[config.mk]
export PLATFORM = sky130hd
export DESIGN_NAME = codec_cfg_seq_flat
export DESIGN_NICKNAME = d
export VERILOG_FILES = /design/src/rtl/codec_cfg_seq_if.sv /design/src/rtl/codec_cfg_seq.sv /design/src/flat_wrapper.sv
export SDC_FILE = /design/constraint.sdc
export NUM_CORES = 1
export LEC_CHECK = 0
export CAP_MARGIN = 20
export CORE_MARGIN = 8
export CORE_UTILIZATION = 55
export DETAILED_ROUTE_END_ITERATION = 6
export HOLD_SLACK_MARGIN = 0.02
export PLACE_DENSITY = 0.89
export SLEW_MARGIN = 20
export SYNTH_ARGS = -nofsm -noshare
export SYNTH_HDL_FRONTEND = slang
export SYNTH_SLANG_ARGS = --single-unit
export TNS_END_PERCENT = 30
[constraint.sdc]
create_clock -name clk -period 3.5 [get_ports clk]
set_input_delay 0.7 -clock clk [delete_from_list [all_inputs] [get_ports clk]]
set_output_delay 0.7 -clock clk [all_outputs]
set_load 0.01 [all_outputs]
[src/rtl/codec_cfg_seq_if.sv]
// rtl/codec_cfg_seq_if.sv - I2C transfer handshake between codec config sequencer and I2C master
//
// Signals:
//   go       request a transfer of i2c_data (sequencer -> I2C master)
//   i2c_data {dev_addr, reg_addr[6:0], reg_val[8:0]} (sequencer -> I2C master)
//   i2c_end  transfer-complete pulse (I2C master -> sequencer)
//   nack     acknowledge failure, valid with i2c_end (I2C master -> sequencer)
// Modports: master = sequencer side, slave = I2C master side.
interface codec_cfg_seq_if;
  logic        go;
  logic [23:0] i2c_data;
  logic        i2c_end;
  logic        nack;

  modport master (output go, output i2c_data, input i2c_end, input nack);
  modport slave  (input go, input i2c_data, output i2c_end, output nack);
endinterface

[src/rtl/codec_cfg_seq.sv]
// rtl/codec_cfg_seq.sv - audio codec register initialisation sequencer over an I2C master
//
// Walks an 11-entry register table, requesting one I2C write per entry,
// re-sending on NACK up to MAX_RETRY times and enforcing an idle gap of
// SETTLE_CYCLES between transfers. Starts automatically after reset.
//
// Ports:
//   clk      system clock, rising edge
//   rst_n    asynchronous active-low reset
//   start_i  one-cycle re-initialise request (honoured only in DONE/FAIL)
//   i2c_if   master modport: go, i2c_data out; i2c_end, nack in
//   idx_o    current table index 0..10
//   busy_o   configuration in progress
//   act_o    codec configured and active
//   err_o    sticky configuration failure
module codec_cfg_seq #(
  parameter logic [7:0] DEV_ADDR      = 8'h34,
  parameter int         MAX_RETRY     = 3,
  parameter int         SETTLE_CYCLES = 16
) (
  input  logic                   clk,
  input  logic                   rst_n,
  input  logic                   start_i,
  codec_cfg_seq_if.master        i2c_if,
  output logic [3:0]             idx_o,
  output logic                   busy_o,
  output logic                   act_o,
  output logic                   err_o
);

  // Counter must hold MAX_RETRY+1, the value that trips the failure.
  localparam int         RETRY_W     = $clog2(MAX_RETRY + 2);
  localparam logic [3:0] LAST_IDX    = 4'd10;
  localparam logic [7:0] SETTLE_INIT = 8'(SETTLE_CYCLES);

  typedef enum logic [2:0] {
    S_IDLE, S_LOAD, S_SEND, S_SETTLE, S_DONE, S_FAIL
  } state_t;

  state_t               state_q, state_d;
  logic [3:0]           idx_q, idx_d;
  logic [RETRY_W-1:0]   retry_q, retry_d;
  logic [7:0]           settle_q, settle_d;
  logic [23:0]          data_q, data_d;

  // Low 16 bits of each entry: {reg_addr[6:0], reg_val[8:0]}.
  function automatic logic [15:0] table_word(input logic [3:0] i);
    case (i)
      4'd0:    table_word = 16'h1E00;
      4'd1:    table_word = 16'h0017;
      4'd2:    table_word = 16'h0217;
      4'd3:    table_word = 16'h0479;
      4'd4:    table_word = 16'h0679;
      4'd5:    table_word = 16'h0812;
      4'd6:    table_word = 16'h0A06;
      4'd7:    table_word = 16'h0C00;
      4'd8:    table_word = 16'h0E02;
      4'd9:    table_word = 16'h1000;
      4'd10:   table_word = 16'h1201;
      default: table_word = 16'h0000;
    endcase
  endfunction

  always_ff @(posedge clk or negedge rst_n) begin
    if (!rst_n) begin
      state_q  <= S_IDLE;
      idx_q    <= 4'd0;
      retry_q  <= '0;
      settle_q <= 8'd0;
      data_q   <= 24'd0;
    end else begin
      state_q  <= state_d;
      idx_q    <= idx_d;
      retry_q  <= retry_d;
      settle_q <= settle_d;
      data_q   <= data_d;
    end
  end

  always_comb begin
    state_d  = state_q;
    idx_d    = idx_q;
    retry_d  = retry_q;
    settle_d = settle_q;
    data_d   = data_q;
    unique case (state_q)
      S_IDLE: begin
        state_d = S_LOAD;
        idx_d   = 4'd0;
        retry_d = '0;
      end
      S_LOAD: begin
        data_d  = {DEV_ADDR, table_word(idx_q)};
        state_d = S_SEND;
      end
      S_SEND: begin
        if (i2c_if.i2c_end) begin
          if (!i2c_if.nack) begin
            retry_d = '0;
            if (idx_q == LAST_IDX) begin
              state_d = S_DONE;
            end else begin
              idx_d    = idx_q + 4'd1;
              settle_d = SETTLE_INIT;
              state_d  = S_SETTLE;
            end
          end else begin
            retry_d = retry_q + 1'b1;
            // The count after this NACK exceeds MAX_RETRY when it already equals it.
            if (int'(retry_q) >= MAX_RETRY) begin
              state_d = S_FAIL;
            end else begin
              settle_d = SETTLE_INIT;
              state_d  = S_SETTLE;
            end
          end
        end
      end
      S_SETTLE: begin
        // A long i2c_end pulse from the previous transfer holds us here so it
        // cannot be mistaken for completion of the next one.
        if (settle_q != 8'd0) begin
          settle_d = settle_q - 8'd1;
        end else if (!i2c_if.i2c_end) begin
          state_d = S_LOAD;
        end
      end
      S_DONE, S_FAIL: begin
        if (start_i) begin
          state_d = S_LOAD;
          idx_d   = 4'd0;
          retry_d = '0;
        end
      end
      default: state_d = S_IDLE;
    endcase
  end

  // Outputs decode the state directly so reset clears them immediately.
  always_comb begin
    i2c_if.go = (state_q == S_SEND);
    busy_o    = (state_q == S_LOAD) || (state_q == S_SEND) || (state_q == S_SETTLE);
    act_o     = (state_q == S_DONE);
    err_o     = (state_q == S_FAIL);
  end

  assign i2c_if.i2c_data = data_q;
  assign idx_o           = idx_q;

endmodule
[src/flat_wrapper.sv]
// flat-port wrapper written by rule: the top's interface ports become plain ports
module codec_cfg_seq_flat 
#(
  parameter logic [7:0] DEV_ADDR      = 8'h34,
  parameter int         MAX_RETRY     = 3,
  parameter int         SETTLE_CYCLES = 16
)
  (clk, rst_n, start_i, idx_o, busy_o, act_o, err_o, i2c_if_go, i2c_if_i2c_data, i2c_if_i2c_end, i2c_if_nack);
  codec_cfg_seq_if i2c_if_i ();
  input  logic clk;
  input  logic rst_n;
  input  logic start_i;
  output logic [3:0] idx_o;
  output logic busy_o;
  output logic act_o;
  output logic err_o;
  output wire logic [$bits(i2c_if_i.go)-1:0] i2c_if_go;
  output wire logic [$bits(i2c_if_i.i2c_data)-1:0] i2c_if_i2c_data;
  input wire logic [$bits(i2c_if_i.i2c_end)-1:0] i2c_if_i2c_end;
  input wire logic [$bits(i2c_if_i.nack)-1:0] i2c_if_nack;
  assign i2c_if_go = i2c_if_i.go;
  assign i2c_if_i2c_data = i2c_if_i.i2c_data;
  assign i2c_if_i.i2c_end = i2c_if_i2c_end;
  assign i2c_if_i.nack = i2c_if_nack;
  codec_cfg_seq #(.DEV_ADDR(DEV_ADDR), .MAX_RETRY(MAX_RETRY), .SETTLE_CYCLES(SETTLE_CYCLES)) u_core (.clk(clk), .rst_n(rst_n), .start_i(start_i), .i2c_if(i2c_if_i), .idx_o(idx_o), .busy_o(busy_o), .act_o(act_o), .err_o(err_o));
endmodule
-- Word-level counts from Yosys, hierarchy flattened
Memory sizes are Yosys's and may differ from the RTL's. A register that Yosys moved wholly into a read port is not among the register bits.
Index checks and enable logic that the tools add are counted.
- register bits: 35
- bits in latches: 0
- bits in writable memories: 0
- memory bits (read-only): 176
- input port bits: 5
- output and inout bits: 32
- word-level logic and storage cells: 60
- memories kept: 1
- memory list (name ; words ; bits a word ; rd ports ; clocked after memory_dff ; write ports ; RTL line ; source):
    (name not given) ; 16 ; 11 ; 1 ; 1 ; 0 ; codec_cfg_seq.sv:48 ; case (i)
- add/sub/neg operators: 3
- multiply operators: 0
- divide/modulo/power cells: 0
- order comparisons: 1
- eq/ne operators: 15
- shift-type cells: 0
- multiplexer cells: 23
- bitwise logic cells: 0
- reductions and logical operators: 12
- operators with widths (operator ; count):
    8-bit 2-to-1 mux ; 5
    3-bit 2-to-1 mux ; 10
    4-bit 2-to-1 mux ; 4
    8-bit one-hot mux with 2 select lines ; 1
    3-bit one-hot mux with 5 select lines ; 1
    4-bit one-hot mux with 3 select lines ; 1
    2-bit != test, second input constant ; 5
    5-bit AND reduction ; 2
    3-bit one-hot mux with 3 select lines ; 1
    8-bit nonzero test ; 1
    8-bit by 1-bit subtractor with 8-bit output, second input constant ; 1
    3-bit by 2-bit == test with 1-bit output, second input constant ; 2
    3-bit == test, second input constant ; 2
    3-bit != test, second input constant ; 2
    4-bit by 1-bit adder with 4-bit output, second input constant ; 1
    4-bit == test, second input constant ; 1
    2-bit by 1-bit != test with 1-bit output, second input constant ; 2
    4-bit AND reduction ; 1
    3-bit by 1-bit adder with 3-bit output, second input constant ; 1
    3-bit by 1-bit == test with 1-bit output, second input constant ; 1
    3-bit by 2-bit greater-or-equal comparator with 1-bit output, second input constant ; 1
    3-bit logical NOT ; 1
    3-bit AND reduction ; 1
    3-bit nonzero test ; 1
    other kinds (4) ; 5

-- Longest topological paths before layout
Gate-level depths: netlist of run 1.
- depth after elaboration: 5
- mapped depth: 7

-- Worst setup path before layout of run 1
Ideal clock, no wire load.
- kind: flip-flop to flip-flop
- from: register u_core.retry_q[0]
- to: register u_core.settle_q[6]
- setup time: 0.125 ns
- arrival time: 1.955 ns
- data required time: 3.375 ns
- slack: 1.420 ns
- stages on the path, launching flop included: 8
- path buffers: 0
- period minus slack after synthesis: 2.080 ns
- cells stage by stage: dfrtp_1 -> ha_1 -> ha_1 -> a211oi_4 -> a211oi_4 -> nor4_4 -> nand3b_2 -> mux2_4
- longest elaborated chain between the ends: 3
- RTL lines (item ; RTL line ; source):
    start, declared ; codec_cfg_seq.sv:42 ; logic [RETRY_W-1:0] retry_q, retry_d;
    start signal, assigned ; codec_cfg_seq.sv:74 ; retry_q <= retry_d;
    3-bit by 2-bit greater-or-equal comparator with 1-bit output ; codec_cfg_seq.sv:110 ; if (int'(retry_q) >= MAX_RETRY) begin
    3-bit != test (no source line) ; - ;
    5-bit AND reduction (no source line) ; - ;
    end signal, assigned ; codec_cfg_seq.sv:75 ; settle_q <= settle_d;
    end, declared ; codec_cfg_seq.sv:43 ; logic [7:0] settle_q, settle_d;
Every way passes these cells.
A chain may end at the register's enable or synchronous reset.

-- Worst setup path in the final report of run 1
- from: register u_core.state_q[1]
- to: output i2c_if_go
- longest elaborated chain between the ends: 1
- RTL lines (item ; RTL line ; source):
    start, declared ; codec_cfg_seq.sv:40 ; state_t state_q, state_d;
    start signal, assigned ; codec_cfg_seq.sv:72 ; state_q <= state_d;
    3-bit by 2-bit == test with 1-bit output ; codec_cfg_seq.sv:141 ; i2c_if.go = (state_q == S_SEND);
    end, declared ; flat_wrapper.sv:17 ; output wire logic [$bits(i2c_if_i.go)-1:0] i2c_if_go;
Every way passes these cells.

==> results of run 1 <==
Yosys cell counts (5+ instances only):
| cell type | instances |
|---|---|
| dfrtp_1 | 28 |
| nor2_1 | 19 |
| buf_4 | 15 |
| nand2_1 | 15 |
| inv_1 | 11 |
| ha_1 | 7 |
| o21ai_0 | 7 |
| nor2b_1 | 6 |
| nor3_1 | 6 |
| a21oi_1 | 5 |
| mux2i_1 | 5 |
per-layer routing:
metal | vias to the layer above | routed length (um) | track usage [%]
li1 | 661 | - | -
met1 | 648 | 1510 | 15.2
met2 | 40 | 1700 | 23.2
met3 | 6 | 171 | 1.93
met4 | 0 | 65 | 8.67
met5 | - | 0 | 0
power by group through the flow:
stage | Combinational, mW | Clock [mW] | Sequential (mW)
5_1_grt | 0.577 | 0.225 | 0.524
6_report | 0.520 | 0.208 | 0.510
4_1_cts | 0.526 | 0.214 | 0.509
3_3_place_gp | 0.507 | 0 | 0.510
2_1_floorplan | 0.349 | 0 | 0.517
3_5_place_dp | 0.524 | 0 | 0.516
per-stage QoR:
step | power [mW] | worst slack, ps | hold slack [ps] | area [um^2]
5_1_grt | 1.33 | 689 | 538 | 2010
3_5_place_dp | 1.04 | 961 | 471 | 1960
6_report | 1.24 | 787 | 497 | 2010
4_1_cts | 1.25 | 794 | 505 | 2010
2_1_floorplan | 0.866 | 1420 | 404 | 1780
3_3_place_gp | 1.02 | 1020 | 460 | 1960
worst max-delay path by stage:
| stage | slack, ps | startpoint | endpoint | depth (start not counted) |
|---|---|---|---|---|
| floorplan | 1420 | u_core.retry_q[0] | u_core.settle_q[6] | 7 |
| global placement | 1020 | i2c_if_i2c_end | u_core.settle_q[6] | 6 |
| detailed placement | 960 | i2c_if_i2c_end | u_core.settle_q[6] | 6 |
| CTS | 790 | u_core.state_q[1] | i2c_if_go | 3 |
| global route | 690 | u_core.state_q[1] | i2c_if_go | 3 |
| finish | 790 | u_core.state_q[1] | i2c_if_go | 3 |
sequential cells by signal, summed over array words and instances (netlist names):
| name | count |
|---|---|
| u_core.settle_q | 8 |
| u_core.retry_q | 3 |
| u_core.idx_o | 4 |
| u_core.i2c_if.i2c_data | 10 |
| u_core.state_q | 3 |
cell type report:
class | count | area, um^2 | area share, %
clock buffer | 3 | 22.5 | 1.12
clock inverter | 1 | 30.0 | 1.49
inverter | 12 | 45.0 | 2.24
multi-input combinational | 136 | 892 | 44.3
sequential | 28 | 701 | 34.8
tap | 44 | 55.1 | 2.73
timing repair buffer | 27 | 268 | 13.3
cells in the final DEF (no fill, tap or decap), types with 4 or more instances in the layout:
master	netlist	layout
a21oi_1	5	5
clkdlybuf4s50_1	0	26
conb_1	1	10
dfrtp_1	28	28
ha_1	7	7
inv_1	11	11
mux2i_1	5	5
nand2_1	15	15
nor2_1	19	19
nor2b_1	6	6
nor3_1	6	6
o21ai_0	7	7
or3_1	4	4
xnor2_1	4	4
cells by family after synthesis:
group	after synthesis	synth area share [%]
other	1	0.215
AOI/OAI and AO/OA	36	14.6
buffers and inverters	33	10.8
and+or+nand+nor	72	23.1
adders and majority gates	7	5.01
DFF	28	40.1
muxes	6	3.72
xor gates and xnor gates	5	2.51
==> impl_metrics.tcl, run 1 <==
set metrics [dict create \
    numClockSinks 28 \
    hp-start "u_core.i2c_if.i2c_data[4]" \
    wl_per_cell_um 13.7 \
    p_comb_share_pct 42.0 \
    p_per_area_nw_per_um2 615 \
    place_congestion 0.906 \
    nFillCells 264 \
    crit_required_ps 2800 \
    min_period_over_period_pct 77.5 \
    root_buffer "clkbuf_4" \
    max_stage_delay_ps 550 \
    die_h_um 72.4 \
    clk-insertion-delay-late_ps 320 \
    crit_arrival_ps 2010 \
    place_inst 247 \
    synth_top_area_cell "dfrtp_1" \
    io_pins 37 \
    final_cells 251 \
    worstPathMaxFanout 11 \
    tns_ps 0 \
    syn_avg_cell_area_um2 9.30 \
    finalSetupViolCount 0 \
    die-area_um2 5240 \
    drc 0 \
    timing.rr.end "u_core.settle_q[6]" \
    die_w_um 72.4 \
    worst_slew_pin_slew_ps 574 \
    p_clk_share_pct 16.8 \
    num_rows 20 \
    status "completed" \
    numCtsBuffers 3 \
    p_seq_share_pct 41.2 \
    finalHoldViolCount 0 \
    cts-hold-fix-buffers 0 \
    path_class "flip-flop to output port" \
    synth_cell_type_count 46 \
    hold_class "flip-flop to flip-flop" \
    antenna_found_initial 0 \
    syn_to_final_growth_pct 15.2 \
    synthArstFlopShare_pct 100 \
    cp-end-kind "output port" \
    power_switching_mw 0.436 \
    hold_end "u_core.i2c_if.i2c_data[4]" \
    clockBufferDepth 2 \
    peakVddDrop_mv 0.351 \
    initial_core_util_pct 57.7 \
    grt-ovfl-total 0 \
    rsz0062_at_grt "no" \
    vias 1355 \
    tritoncts "done" \
    p_leak_nw 0.862 \
    via_per_inst 5.40 \
    r2r_slack_ps 1270 \
    synth-seq-area-share_pct 40.1 \
    critPathBufInv 2 \
    port_buffers 26 \
    nets 220 \
    crit_path_start_kind "flip-flop" \
    layout-drive-gt1-share_pct 8.21 \
    maxSlewViolCount 0 \
    synth.cell_area_um2 1750 \
    period_needed_ps 2710 \
    synth_area_leaders "dfrtp_1 40%, buf_4 6.4%, ha_1 5.0%, nor2_1 4.1%, nand2_1 3.2%" \
    synth_edf_count 0 \
    clkTransAtPathRegs_ps 140 \
    postRouteAntennaNets 0 \
    max_freq_ghz 0.369 \
    max_cap_violations 0 \
    cts_resized 0 \
    design.core.area_um2 3030 \
    whs_path_depth 1 \
    cp_slowest_cell "clkdlybuf4s50_1" \
    ys_ff_latch 28 \
    drtIter0Drc 57 \
    fin_skew_ps 4.79 \
    yosysWarnings 0 \
    grt_usage_pct 13.5 \
    relSlewSlack_pct 61.7 \
    htreeDepth 1 \
    worstPathCellList "or3b_4 -> inv_2 -> clkdlybuf4s50_1" \
    n_antenna_cell 0 \
    first_pass_iters 4 \
    r2r_cells 7 \
    ys.flop_type "dfrtp_1" \
    dp_hpwl_um 2670 \
    cts_setup_buffers 0 \
    path_delay_family "buffers and inverters" \
    yosysTopAreaCellShare_pct 40.1 \
    final_util_pct 66.5 \
    wl_um 3440 \
    reg2reg_from "u_core.retry_q[0]" \
    grt_max_degree 29 \
    grt_pass1_vias 1282 \
    grt_pass1_wl_um 5690 \
    p_int_mw 0.802 \
    swShare_pct 35.2 \
    netlist_instances 188 \
]
(Power assumes the default switching activity.)
==> inputs of run 2 (changes only) <==
--- a/config.mk
+++ b/config.mk
@@ -7,10 +7,10 @@
 export LEC_CHECK = 0
 export CAP_MARGIN = 20
 export CORE_MARGIN = 8
-export CORE_UTILIZATION = 55
+export CORE_UTILIZATION = 46
 export DETAILED_ROUTE_END_ITERATION = 6
 export HOLD_SLACK_MARGIN = 0.02
-export PLACE_DENSITY = 0.89
+export PLACE_DENSITY = 0.8
 export SLEW_MARGIN = 20
 export SYNTH_ARGS = -nofsm -noshare
 export SYNTH_HDL_FRONTEND = slang
==> constraint.sdc (replaced) <==
create_clock -name clk -period 2.4 [get_ports clk]
set_input_delay 0.48 -clock clk [delete_from_list [all_inputs] [get_ports clk]]
set_output_delay 0.48 -clock clk [all_outputs]
set_load 0.01 [all_outputs]
==> impl_metrics.tcl, run 2 (synthesized netlist as in run 1, its figures left out) <==
set metrics [dict create \
    final_cells 260 \
    critical_path.startpoint "u_core.state_q[2]" \
    cp-end-kind "output port" \
    worst_slew_pin_slew_ps 510 \
    p_per_area_nw_per_um2 908 \
    hp-start "u_core.i2c_if.i2c_data[4]" \
    worstPathMaxFanout 6 \
    top_layer "met4" \
    n_antenna_cell 0 \
    max_freq_ghz 0.432 \
    layout_commonest_cell "dfrtp_1" \
    max_cap_violations 0 \
    period_needed_ps 2310 \
    dpl-instance-area_um2 2000 \
    fin_skew_ps 2.86 \
    relSlewSlack_pct 66.0 \
    hold_ws_ps 491 \
    postRouteAntennaNets 0 \
    path_delay_family "buffers and inverters" \
    place_inst 255 \
    min_period_over_period_pct 96.4 \
    numCtsBuffers 3 \
    r2r_slack_ps 300 \
    worstPathCellList "or3b_4 -> inv_2 -> clkdlybuf4s50_1" \
    place_congestion 0.881 \
    via_per_inst 5.09 \
    layout-drive-gt1-share_pct 10.8 \
    hold_end "u_core.i2c_if.i2c_data[4]" \
    final_area_um2 2080 \
    crit_required_ps 1920 \
    critPathBufInv 2 \
    crit_arrival_ps 1830 \
    maxSlewViolCount 0 \
    rsz0062_at_grt "no" \
    dp_hpwl_um 2540 \
    final_util_pct 56.7 \
    hold_class "flip-flop to flip-flop" \
    drc 0 \
    die_w_um 77.6 \
    nets 225 \
    grt_usage_pct 11.2 \
    clkTransAtPathRegs_ps 100 \
    first_pass_iters 4 \
    io_pins 37 \
    max_stage_delay_ps 550 \
    finalSetupViolCount 0 \
    wl_met1_um 1570 \
    wl_um 3280 \
    route.met2.wl_um 1450 \
    peakVddDrop_mv 0.614 \
    tns_ps 0 \
    p_leak_nw 0.891 \
    vias 1324 \
    clk-insertion-delay-late_ps 280 \
    cts-hold-fix-buffers 0 \
    grt_pass1_vias 1253 \
    syn_to_final_growth_pct 18.8 \
    num_rows 22 \
    cp_slowest_cell "clkdlybuf4s50_1" \
    r2r_cells 7 \
    htreeDepth 1 \
    grt_pass1_wl_um 5660 \
    root_buffer "clkbuf_8" \
    path_class "flip-flop to output port" \
    grt-ovfl-total 0 \
    clockBufferDepth 2 \
    tritoncts "done" \
    largest_reg_flops 10 \
    die_h_um 77.6 \
    timing.rr.end "u_core.settle_q[6]" \
    grt_max_degree 29 \
    met3_wirelength_um 204 \
    finalHoldViolCount 0 \
    numClockSinks 28 \
    antenna_found_initial 0 \
    final_cell_mix "27 x dfrtp_1, 26 x clkdlybuf4s50_1, 19 x nor2_1, 15 x nand2_1, 11 x inv_1" \
    status "completed" \
    die-area_um2 6030 \
    drtIter0Drc 90 \
    design.core.area_um2 3660 \
    crit_path_start_kind "flip-flop" \
    wl_per_cell_um 12.6 \
    port_buffers 26 \
    whs_path_depth 1 \
    initial_core_util_pct 47.7 \
    reg2reg_from "u_core.retry_q[0]" \
]
==> run 2: cell count changes in the layout (fill, tap and decap cells not counted) <==
cell / delta
dfrtp_1: -1
clkbuf_4: -3
dfrtp_2: +1
clkbuf_8: +3
buf_4: +5
==> run 2: report_power, final <==
group | leakage, nW | total [mW] | internal (mW) | switching [mW]
logic | 0.510 | 0.772 | 0.402 | 0.371
registers | 0.345 | 0.737 | 0.614 | 0.124
clock network | 0.0357 | 0.374 | 0.224 | 0.151
==> run 2: layer usage <==
layer,GRT usage [%],vias up
met2,17.1,34
met3,3.23,4
met1,14.5,611
li1,-,675
met4,3.96,0
met5,0,-
==> run 2: final cells by class <==
cell class,instances,area [um^2]
clock buffer,3,41.3
clock inverter,1,30.0
fill,338,1590
inverter,12,45.0
multi-input combinational,136,892
sequential,28,702
tap,48,60.1
timing repair buffer,32,305
==> run 2: how the worst max path moves through the flow <==
stage                    endpoint  slack [ps]  cells past startpoint
2_1_floorplan  u_core.settle_q[6]         320                      7
3_3_place_gp   u_core.settle_q[6]         210                      6
3_5_place_dp   u_core.settle_q[6]         170                      6
4_1_cts                 i2c_if_go          20                      3
5_1_grt                 i2c_if_go          40                      3
6_report                i2c_if_go          90                      3
==> run 2: through the flow <==
step / setup slack (ps) / total power [mW]
after global placement: 214 / 1.50
after floorplan: 320 / 1.26
final: 86.3 / 1.88
after CTS: 23.3 / 1.90
after detailed placement: 172 / 1.53
after global routing: 41.9 / 2.03
==> run 2: timing repair <==
| action | 4_1_cts | 5_1_grt |
|---|---|---|
| endpoints found under the setup margin | 1 | 1 |
| setup buffers | 0 | 1 |
| endpoints found under the hold margin | 0 | 0 |
| resized for setup | 1 | 0 |
==> run 2: worst reg2reg max path: stages, from the launching register on <==
cell and delay, ps:
dfrtp_1 440, ha_1 220, ha_1 210, a211oi_4 310, a211oi_4 140, nor4_4 250, nand3b_2 110, mux2_4 310
==> variant 1, RTL diff (flow settings as in run 2) <==
Take the reset off `data_q` and load it in a clocked block of its own.
--- a/src/rtl/codec_cfg_seq.sv
+++ b/src/rtl/codec_cfg_seq.sv
@@ -67,14 +67,16 @@
       idx_q    <= 4'd0;
       retry_q  <= '0;
       settle_q <= 8'd0;
-      data_q   <= 24'd0;
     end else begin
       state_q  <= state_d;
       idx_q    <= idx_d;
       retry_q  <= retry_d;
       settle_q <= settle_d;
-      data_q   <= data_d;
     end
+  end
+
+  always_ff @(posedge clk) begin
+    data_q <= data_d;
   end
 
   always_comb begin
Check against the original RTL: differs if rst_n is asserted again (counterexample within 4 cycles, from zero or initial values and one cycle with rst_n low); with rst_n held inactive, the same outputs for 10 cycles.
==> variant 1 against run 2 <==
- die area is 2.2% lower
- design area is 5.7% lower
- wire length is 1.7% lower
- sequential cell count is 1 lower
- worst setup slack better by 0.040 ns
- via count is 4.9% lower
- largest cell class unchanged
- synthesized area is 2.7% lower
- sequential share of layout area is 3.1 points higher
- power is 5.7% higher
==> variant 1: results <==
{
  "run_status": "finished, final reports clean",
  "grt_pass1_vias": 1181,
  "hpwl_mm": 2.511,
  "leakagePower_nw": 0.8164,
  "ys_seq_area_share_pct": 42.38,
  "final_net_count": 208,
  "ir_drop_mv": 0.5218,
  "synth_common_cells": "dfrtp_1 (18), nor2_1 (18), buf_4 (16)",
  "grt_max_degree": 19,
  "use_met2_pct": 18.86,
  "track_usage_pct": 10.98,
  "met2_wirelength_mm": 1.515,
  "placed_cells": 238,
  "grt_pass1_wl_mm": 5.520,
  "postSynth.asyncResetShare_pct": 66.67,
  "wl_per_cell_um": 13.31,
  "routed-via-count": 1259,
  "r2r_cells": 6,
  "largest_reg_flops": 9,
  "reg2reg_to": "u_core.settle_q[3]$_DFFE_PN0P_",
  "synth.distinct_cells": 49,
  "place.gp.congestion": 0.8136,
  "drive_above_1_share_pct": 11.86,
  "io_buffers": 23,
  "total_power_mw": 1.991,
  "via_per_inst": 5.202,
  "cpPeakStageDelay_ns": 0.57,
  "grtUsageMet1_pct": 13.47,
  "placed_cell_area_um2": 1907,
  "hold_class": "input port to asynchronous set/reset pin",
  "synthesis.instances": 173,
  "worstPathArrival_ns": 1.79,
  "r2r-start": "u_core.idx_o[0]$_DFFE_PN0P_",
  "path_max_fanout": 9,
  "rrSetupSlack_ns": 0.48,
  "fill_cells": 334,
  "skew_ns": 0.007573,
  "intPower_mw": 1.216,
  "met3_usage_pct": 2.331,
  "holdWs_ns": 0.5270,
  "seqPwrFrac_pct": 40.7,
  "routed-wl-met3_um": 160,
  "powerComb_mw": 0.918,
  "synth_edf_count": 9
}
## variant 1: cell count changes in the layout (fill, tap and decap cells not counted), moves of 5 or more
| cell | before | now |
|---|---|---|
| dfrtp_1 | 27 | 17 |
| edfxtp_1 | 0 | 9 |
| nand3_1 | 3 | 11 |
| nand2_1 | 15 | 8 |
| nor2b_1 | 6 | 1 |
## variant 1: how the worst max path moves through the flow
stage	slack, ns	to	startpoint	cells past startpoint
floorplan	0.65	u_core.idx_o[3]$_DFFE_PN0P_	u_core.idx_o[0]$_DFFE_PN0P_	6
global placement	0.40	u_core.idx_o[3]$_DFFE_PN0P_	i2c_if_i2c_end	4
detailed placement	0.34	u_core.settle_q[3]$_DFFE_PN0P_	i2c_if_nack	5
CTS	0.07	i2c_if_go	u_core.state_q[0]$_DFFE_PN0P_	4
global route	0.05	i2c_if_go	u_core.state_q[2]$_DFFE_PN0P_	4
finish	0.13	i2c_if_go	u_core.state_q[2]$_DFFE_PN0P_	4
## variant 1: cells by family after synthesis
logic type | count (synthesis) | synth area share [%]
compound gates | 36 | 16.41
xor+xnor | 1 | 0.5152
fa+ha+maj | 8 | 5.887
buf+inv | 34 | 11.99
flops | 27 | 42.38
mux | 6 | 3.753
other cells | 2 | 0.4417
simple gates | 59 | 18.62
## variant 1: layout make-up
cell class | instances | area [um^2] | share of cell area [%]
multi-input combinational | 123 | 817.0 | 41.75
sequential | 27 | 721.9 | 36.89
timing repair buffer | 27 | 260.3 | 13.30
tap | 48 | 60.06 | 3.069
inverter | 13 | 48.80 | 2.494
clock buffer | 3 | 41.29 | 2.110
clock inverter | 1 | 7.507 | 0.3836
## variant 1: timing repair
item	CTS	global route
endpoints found under the setup margin	0	1
resized for setup	0	1
hold buffers	0	0
==> variant 2, RTL diff (settings of run 2) <==
Made on the original files. `MAX_RETRY` is set to 3 in 2 places; all go to 6.
--- a/src/rtl/codec_cfg_seq.sv
+++ b/src/rtl/codec_cfg_seq.sv
@@ -15,7 +15,7 @@
 //   err_o    sticky configuration failure
 module codec_cfg_seq #(
   parameter logic [7:0] DEV_ADDR      = 8'h34,
-  parameter int         MAX_RETRY     = 3,
+  parameter int         MAX_RETRY     = 6,
   parameter int         SETTLE_CYCLES = 16
 ) (
   input  logic                   clk,
--- a/src/flat_wrapper.sv
+++ b/src/flat_wrapper.sv
@@ -2,7 +2,7 @@
 module codec_cfg_seq_flat 
 #(
   parameter logic [7:0] DEV_ADDR      = 8'h34,
-  parameter int         MAX_RETRY     = 3,
+  parameter int         MAX_RETRY     = 6,
   parameter int         SETTLE_CYCLES = 16
 )
   (clk, rst_n, start_i, idx_o, busy_o, act_o, err_o, i2c_if_go, i2c_if_i2c_data, i2c_if_i2c_end, i2c_if_nack);
Formal check against the unedited RTL: same outputs for any inputs over 10 cycles, from zero or initial values and one cycle with rst_n low; that may be too few to reach the edited logic, so the function may still have changed.
==> variant 2 against run 2 <==
- sequential cell count is the same
- count of clock-buffer cells in the layout did not move
- largest power group unchanged
- worst setup slack improved by 0.074 ns
- combinational power grew 67%
- wire length up 8.7%
- final cell count decreased by 1.5%
- global-route usage rose by 0.49 points
- power grew 33%
- synthesized cell count shrank 1.1%
- design area rose by 0.60%
- synthesized area rose by 1.8%
- highest routed layer unchanged
- register-to-register slack improved by 0.13 ns
==> variant 2: results <==
{
  "met3_usage_pct": 2.050,
  "clock_latency_ns": 0.27,
  "dr.pass1.iters": 4,
  "synth.avg_cell_area_um2": 9.566,
  "ir_drop_mv": 0.5334,
  "placed_cells": 252,
  "via_per_inst": 5.289,
  "cts_buffers": 3,
  "grt_pass1_vias": 1368,
  "grtUsageMet1_pct": 13.46,
  "final_net_count": 221,
  "place.gp.congestion": 0.8274,
  "path_max_fanout": 7,
  "dp_slack_ns": 0.2592,
  "critical_path.top_delay_family": "buffers and inverters",
  "wl_per_cell_um": 13.92,
  "leakagePower_nw": 0.8905,
  "cts_max_level": 1,
  "run_status": "finished, final reports clean",
  "cpPeakStageDelay_ns": 0.53,
  "cp_slowest_cell": "clkdlybuf4s50_1",
  "hpwl_mm": 2.640,
  "relSlewSlack_pct": 65.87,
  "drive_above_1_share_pct": 11.06,
  "antennaDiodeCount": 0,
  "synth_common_cells": "dfrtp_1 (28), nor2_1 (19), buf_4 (16)",
  "cts_buffer_depth": 2,
  "largest_reg_flops": 10,
  "synth_area_leaders": "dfrtp_1 (39%), buf_4 (6.8%), ha_1 (4.9%)",
  "synth_warnings": 0,
  "ys_seq_area_share_pct": 39.38,
  "clk_pin_slew_ns": 0.10,
  "grt_pass1_wl_mm": 6.141,
  "skew_ns": 0.002034,
  "first_iter_violations": 55,
  "postSynth.asyncResetShare_pct": 100.0,
  "io_buffers": 26,
  "postCtsSetupBuffers": 0,
  "use_met2_pct": 21.29,
  "finalWirelength_mm": 3.563,
  "cts-root-buf": "clkbuf_8",
  "post_cts_resized": 0,
  "synth.distinct_cells": 52,
  "worstPathArrival_ns": 1.76,
  "hold_class": "flip-flop to flip-flop",
  "track_usage_pct": 11.64,
  "grt_max_degree": 29,
  "antenna_found_initial": 0
}
[variant 2: worst paths after layout]
kind / endpoint / slack [ns] / from / cells after the start
setup / recovery: i2c_if_go / 0.16 / u_core.state_q[2]$_DFFE_PN0P_ / 3
hold / removal: u_core.i2c_if.i2c_data[4]$_DFFE_PN0P_ / 0.48 / u_core.i2c_if.i2c_data[4]$_DFFE_PN0P_ / 2
setup reg to reg: u_core.settle_q[1]$_DFFE_PN0P_ / 0.43 / u_core.idx_o[0]$_DFFE_PN0P_ / 7
hold reg to reg: u_core.i2c_if.i2c_data[4]$_DFFE_PN0P_ / 0.48 / u_core.i2c_if.i2c_data[4]$_DFFE_PN0P_ / 2
max in group asynchronous: u_core.state_q[0]$_DFFE_PN0P_ / 1.55 / rst_n / 2
min in group asynchronous: u_core.i2c_if.i2c_data[18]$_DFFE_PN0P_ / 0.58 / rst_n / 2
[variant 2: logic make-up after synthesis]
family,Yosys count,share of synthesized area (%)
AND/OR/NAND/NOR,57,17.44
AO/OA/AOI/OAI,52,21.94
buffers and inverters,35,12.45
flip-flops,28,39.38
adder cells (fa/ha/maj),7,4.922
multiplexers,5,3.164
other,1,0.2108
XOR/XNOR,1,0.4924
[variant 2: power by group]
part | internal [mW] | switching, mW
Combinational | 0.621 | 0.669
Clock | 0.223 | 0.149
Sequential | 0.653 | 0.191
[variant 2: layout make-up]
type                            instances  area [um^2]
Sequential cell                        28        700.7
Tap cell                               48        60.06
Fill cell                             356         1600
Inverter                               12        57.56
Timing Repair Buffer                   32        305.3
Multi-Input combinational cell        132        893.4
Clock buffer                            3        41.29
Clock inverter                          1        30.03
[variant 2: worst min-delay path: stages (launching register included)]
cell and delay, ns:
dfrtp_1 0.35, nand2_1 0.05, nand2_1 0.05
[variant 2: stage by stage]
| stage | cell area [um^2] | hold slack, ns | power (mW) | utilization, % |
|---|---|---|---|---|
| 3_3_place_gp | 2014 | 0.4502 | 2.113 | 54.61 |
| 5_1_grt | 2088 | 0.5083 | 2.700 | 56.61 |
| 6_report | 2088 | 0.4814 | 2.506 | 56.61 |
| 4_1_cts | 2086 | 0.4887 | 2.523 | 56.55 |
| 2_1_floorplan | 1813 | 0.1844 | 1.764 | - |
| 3_5_place_dp | 2014 | 0.4656 | 2.146 | 54.61 |
[variant 2: metal layers]
metal / up-vias / share of wire (%) / wire [um]
met5: - / 0 / 0
met4: 0 / 0.79 / 28
met3: 4 / 2.4 / 87
met2: 30 / 51 / 1824
met1: 645 / 46 / 1622
li1: 675 / - / -
